--- src/rtl/hc05_at_sequencer.sv ---
// HC-05 AT-command sequencer: raises KEY, waits the settle time, streams one command
// line plus CR LF to the UART transmitter, then parses replies for OK / ERROR / timeout.
module hc05_at_sequencer #(
    parameter int unsigned SETUP_CYCLES   = 32'd50000,
    parameter int unsigned TIMEOUT_CYCLES = 32'd50000000
) (
    input  logic       clk_clk,
    input  logic       reset_reset_n,
    input  logic       start,
    input  logic [7:0] cmd_data,
    input  logic       cmd_valid,
    input  logic       cmd_last,
    output logic       cmd_ready,
    output logic [7:0] tx_data,
    output logic       tx_valid,
    input  logic       tx_ready,
    input  logic [7:0] rx_data,
    input  logic       rx_valid,
    output logic       mode_control,
    output logic       busy,
    output logic       done,
    output logic [1:0] status
);

    localparam logic [2:0] ST_IDLE    = 3'd0;
    localparam logic [2:0] ST_SETUP   = 3'd1;
    localparam logic [2:0] ST_SEND    = 3'd2;
    localparam logic [2:0] ST_SEND_CR = 3'd3;
    localparam logic [2:0] ST_SEND_LF = 3'd4;
    localparam logic [2:0] ST_WAIT    = 3'd5;
    localparam logic [2:0] ST_FINISH  = 3'd6;

    localparam logic [31:0] SETUP_LAST   = 32'(SETUP_CYCLES - 32'd1);
    localparam logic [31:0] TIMEOUT_LAST = 32'(TIMEOUT_CYCLES - 32'd1);

    localparam logic [7:0] CH_CR = 8'h0D;
    localparam logic [7:0] CH_LF = 8'h0A;

    logic [2:0]  state_r;
    logic [2:0]  state_nxt_s;
    logic [31:0] cnt_r;
    logic [1:0]  pos_r;
    logic [7:0]  b0_r;
    logic [7:0]  b1_r;
    logic [1:0]  status_r;
    logic        mode_r;
    logic        busy_r;
    logic        done_r;

    logic        line_end_s;
    logic        ok_s;
    logic        err_s;
    logic        timeout_s;

    // Reply classification: only a line-ending LF seen while waiting can produce a result
    assign line_end_s = (state_r == ST_WAIT) && rx_valid && (rx_data == CH_LF);
    assign ok_s       = line_end_s && (pos_r == 2'd2) && (b0_r == 8'h4F) && (b1_r == 8'h4B);
    assign err_s      = line_end_s && (pos_r == 2'd2) && (b0_r == 8'h45) && (b1_r == 8'h52);
    assign timeout_s  = (state_r == ST_WAIT) && (cnt_r == TIMEOUT_LAST);

    // Next-state decode
    always_comb begin
        state_nxt_s = state_r;
        case (state_r)
            ST_IDLE:    if (start) state_nxt_s = ST_SETUP; else state_nxt_s = ST_IDLE;
            ST_SETUP:   if (cnt_r == SETUP_LAST) state_nxt_s = ST_SEND; else state_nxt_s = ST_SETUP;
            ST_SEND:    if (cmd_valid && tx_ready && cmd_last) state_nxt_s = ST_SEND_CR;
                        else state_nxt_s = ST_SEND;
            ST_SEND_CR: if (tx_ready) state_nxt_s = ST_SEND_LF; else state_nxt_s = ST_SEND_CR;
            ST_SEND_LF: if (tx_ready) state_nxt_s = ST_WAIT; else state_nxt_s = ST_SEND_LF;
            ST_WAIT:    if (ok_s || err_s || timeout_s) state_nxt_s = ST_FINISH;
                        else state_nxt_s = ST_WAIT;
            ST_FINISH:  state_nxt_s = ST_IDLE;
            default:    state_nxt_s = ST_IDLE;
        endcase
    end

    // Transmit path: SEND is a combinational pass-through so the host sees tx_ready directly
    always_comb begin
        tx_valid  = 1'b0;
        tx_data   = 8'h00;
        cmd_ready = 1'b0;
        case (state_r)
            ST_SEND: begin
                tx_valid  = cmd_valid;
                tx_data   = cmd_data;
                cmd_ready = tx_ready;
            end
            ST_SEND_CR: begin
                tx_valid = 1'b1;
                tx_data  = CH_CR;
            end
            ST_SEND_LF: begin
                tx_valid = 1'b1;
                tx_data  = CH_LF;
            end
            default: begin
                tx_valid  = 1'b0;
                tx_data   = 8'h00;
                cmd_ready = 1'b0;
            end
        endcase
    end

    // State, shared setup/timeout counter and flag outputs registered from the next state
    always_ff @(posedge clk_clk or negedge reset_reset_n) begin
        if (!reset_reset_n) begin
            state_r <= ST_IDLE;
            cnt_r   <= 32'd0;
            mode_r  <= 1'b0;
            busy_r  <= 1'b0;
            done_r  <= 1'b0;
        end else begin
            state_r <= state_nxt_s;
            if (state_nxt_s != state_r) begin
                cnt_r <= 32'd0;
            end else if ((state_r == ST_SETUP) || (state_r == ST_WAIT)) begin
                cnt_r <= cnt_r + 32'd1;
            end else begin
                cnt_r <= cnt_r;
            end
            mode_r <= (state_nxt_s != ST_IDLE) && (state_nxt_s != ST_FINISH);
            busy_r <= (state_nxt_s != ST_IDLE);
            done_r <= (state_nxt_s == ST_FINISH);
        end
    end

    // Result register; an LF result takes priority over a coincident timeout
    always_ff @(posedge clk_clk or negedge reset_reset_n) begin
        if (!reset_reset_n) begin
            status_r <= 2'b00;
        end else if (ok_s) begin
            status_r <= 2'b00;
        end else if (err_s) begin
            status_r <= 2'b01;
        end else if (timeout_s) begin
            status_r <= 2'b10;
        end else begin
            status_r <= status_r;
        end
    end

    // Line parser: keeps the first two non-CR bytes of each reply line
    always_ff @(posedge clk_clk or negedge reset_reset_n) begin
        if (!reset_reset_n) begin
            pos_r <= 2'd0;
            b0_r  <= 8'h00;
            b1_r  <= 8'h00;
        end else if (state_r != ST_WAIT) begin
            pos_r <= 2'd0;
            b0_r  <= 8'h00;
            b1_r  <= 8'h00;
        end else if (rx_valid && (rx_data == CH_LF)) begin
            pos_r <= 2'd0;
        end else if (rx_valid && (rx_data != CH_CR)) begin
            if (pos_r == 2'd0) begin
                b0_r <= rx_data;
            end else if (pos_r == 2'd1) begin
                b1_r <= rx_data;
            end
            if (pos_r != 2'd2) begin
                pos_r <= pos_r + 2'd1;
            end
        end
    end

    assign mode_control = mode_r;
    assign busy         = busy_r;
    assign done         = done_r;
    assign status       = status_r;

endmodule

--- config.mk ---
export PLATFORM = sky130hd
export DESIGN_NAME = hc05_at_sequencer
export DESIGN_NICKNAME = d
export VERILOG_FILES = /design/src/rtl/hc05_at_sequencer.sv
export SDC_FILE = /design/constraint.sdc
export NUM_CORES = 1
export LEC_CHECK = 0
export BUFFER_PORTS_ARGS = -buffer_cell sky130_fd_sc_hd__buf_2
export CORE_ASPECT_RATIO = 1.75
export CORE_MARGIN = 5
export CORE_UTILIZATION = 55
export CTS_BUF_LIST = sky130_fd_sc_hd__clkbuf_8
export CTS_CLUSTER_SIZE = 28
export DETAILED_ROUTE_END_ITERATION = 10
export HOLD_SLACK_MARGIN = 0.02
export PLACE_DENSITY = 0.76
export SETUP_SLACK_MARGIN = 0.05
export SYNTH_ARGS = -nofsm -noshare
export SYNTH_HDL_FRONTEND = slang
export SYNTH_SLANG_ARGS = --single-unit
--- constraint.sdc ---
create_clock -name clk_clk -period 5.8 [get_ports clk_clk]
set_clock_uncertainty 0.05 [all_clocks]
set_input_delay 0.58 -clock clk_clk [delete_from_list [all_inputs] [get_ports clk_clk]]
set_output_delay 0.58 -clock clk_clk [all_outputs]
set_load 0.05 [all_outputs]
==> impl_metrics.ini <==
[cts]
cts_made_buffers = 9
cts_tree = done
cts_root_buf = clkbuf_8
postCtsSetupRepairBufs = 0
clk_pin_slew_worst_paths_ns = 0.07
clk_latency_ns = 0.34
cts_resized = 0
clk_path_buf_depth = 2
hold_buffers = 0
numClockSinks = 58
h-tree-depth = 3

[logic_synthesis]
synth.most_common_cell = nor2_1
yosysWarnings = 0
yosys.area.top_type_share = 0.463
ys_types = 54
ys_seq_elements = 58
synthTopCellsByCount = nor2_1, dfrtp_1, mux2i_1, nand3_1, nand4_1
syn_inst = 327
synth_top_area_cell = dfrtp_1
synth_area_leaders = dfrtp_1, nor2_1, mux2i_1, xnor2_1, xor2_1
synth_edf_count = 0
synthesis.nets = 354
async_reset_ff_frac = 1.00
synth_seq_area_share = 0.463
synthesis.area_sq_um = 3140
ys.flop_type = dfrtp_1
synth.avg_cell_area_sq_um = 9.59

[power]
p_leak_nw = 1.66
peakVddDrop_mv = 0.210
p_per_area_nw_per_um2 = 274

[route]
drt_drc_violations_left = 0
drt_wl_total_um = 6900
vias_per_cell = 5.71
final_antenna_net_count = 0
via_count = 2542
drtPass1Iterations = 4
wl_per_cell_um = 15.5
first_iter_violations = 112

[timing]
hold_ws_ns = 0.322
max_freq_ghz = 0.374
maxSlewHeadroom = 0.513
tightest_slew_ns = 0.731
final_hold_viol_count = 0
slew_viol_final = 0
fin_setup_tns_ns = 0
setup_viol = 0
timing.final.crit_share = 0.461
min_period_ns = 2.67
rsz0062_at_grt = no

[die]
initial_utilization = 0.566
floorplan.rows = 36
dieHeight_um = 110
die_w_um = 67.1
core_area_sq_um = 5540
io_pins = 38
die_area_sq_um = 7370

[grt]
overflow = 0
grt_usage = 0.210
grt_max_degree = 59
grt_pass1_vias = 2535
grt_first_pass_wirelength_um = 11600
antenna_found_initial = 0

[placement]
dpl.hpwl_um = 4960
gp_congestion = 0.845
port_buffers = 37

[critical_path]
startpoint_type = register
cp_max_fo = 32
crit_required_ns = 5.95
max_stage_delay_ns = 0.68
reg2reg_depth = 5
r2r_slack_ns = 3.13
r2r_start = state_r[0]
cp-end-kind = register
r2r-end = cnt_r[8]
crit_chain = inv_1 -> or2_2 -> o32ai_1 -> a211o_2 -> nor2_1
arrival_ns = 2.82
critical_path_class = reg -> reg
crit_slowest_cell = dfrtp_1

[cells_and_area]
drive_gt1_frac = 0.184
multi_input_area_sq_um = 1570
regArea_sq_um = 1450
fillers = 496
n_antenna_cell = 0
finalNetCount = 391
syn_to_final_growth_pct = 14.0

[job]
maxCapViolCount = 0

[hold_path]
hold_path.class = in -> async

[run_status]
status = finished, final reports clean
worst max-delay path, delay by kind of cell, from the launching register on:
kind	cells	cell delay, ns
compound gates	2	0.97
flops	1	0.68
simple gates	2	0.61
buf+inv	1	0.21
metal layers:
layer	global-route usage	vias up	routed length [um]
li1	-	1233	-
met1	0.221	1245	2650
met2	0.384	49	3850
met3	0.0286	15	178
met4	0.120	0	223
met5	0	-	0
kinds of logic after synthesis:
group	share of synthesized area
AND/OR/NAND/NOR	0.288
flip-flops	0.463
AO/OA/AOI/OAI	0.0774
XOR/XNOR	0.0726
buffers and inverters	0.0355
multiplexers	0.0479
adder cells (fa/ha/maj)	0.0160
worst max-delay path by stage:
stage               startpoint         to  slack (ns)  cells after the start
finish              state_r[0]   cnt_r[8]        3.13                      5
detailed placement  rx_data[5]  cnt_r[17]        3.11                      6
global placement    rx_data[4]  cnt_r[18]        3.18                      6
floorplan           state_r[1]  cmd_ready        3.22                      4
global route        state_r[0]   cnt_r[5]        2.87                      5
CTS                 state_r[0]   cnt_r[0]        3.14                      5
per-stage QoR:
step	util	setup WS [ns]	std cells	instance area (sq um)	power, W
6_report	0.645	3.13	445	3580	0.000981
5_1_grt	0.645	2.87	445	3580	0.00102
4_1_cts	0.645	3.14	445	3580	0.000989
3_5_place_dp	0.605	3.11	429	3350	0.000567
3_3_place_gp	0.605	3.18	429	3350	0.000563
2_1_floorplan	-	3.22	327	3140	0.000531
area by class of cell:
| cell class | count | area share |
|---|---|---|
| clock buffers | 10 | 0.0385 |
| clock inverters | 6 | 0.0248 |
| well taps | 76 | 0.0266 |
| multi-input cells | 247 | 0.440 |
| repair buffers | 38 | 0.0539 |
| flip-flops and latches | 58 | 0.406 |
| inverters | 10 | 0.0105 |
power breakdown:
| part | switching, W | internal (W) |
|---|---|---|
| Combinational | 0.0000613 | 0.0000451 |
| Clock | 0.000167 | 0.000254 |
| Sequential | 0.0000275 | 0.000426 |
placed cells by master (no fill, tap or decap), types with 4 or more instances in the layout:
| cell type | count |
|---|---|
| nand4_1 | 15 |
| and3_1 | 5 |
| clkbuf_8 | 10 |
| nand3_1 | 15 |
| buf_2 | 37 |
| dfrtp_1 | 58 |
| a21oi_1 | 13 |
| xor2_1 | 13 |
| or3_1 | 7 |
| ha_1 | 4 |
| xnor2_1 | 13 |
| and2_1 | 5 |
| nand2_1 | 14 |
| nor2_1 | 60 |
| nor4_1 | 7 |
| mux2i_1 | 15 |
| o21ai_0 | 8 |
| inv_1 | 10 |
| nor3_1 | 6 |
flip-flops by register name (all words and copies together), names as in the netlist:
register / flops
state_r: 3
busy: 1
b0_r: 8
cnt_r: 32
done: 1
b1_r: 8
mode_control: 1
status: 2
pos_r: 2
No activity file was read; power rests on OpenSTA's default activity.
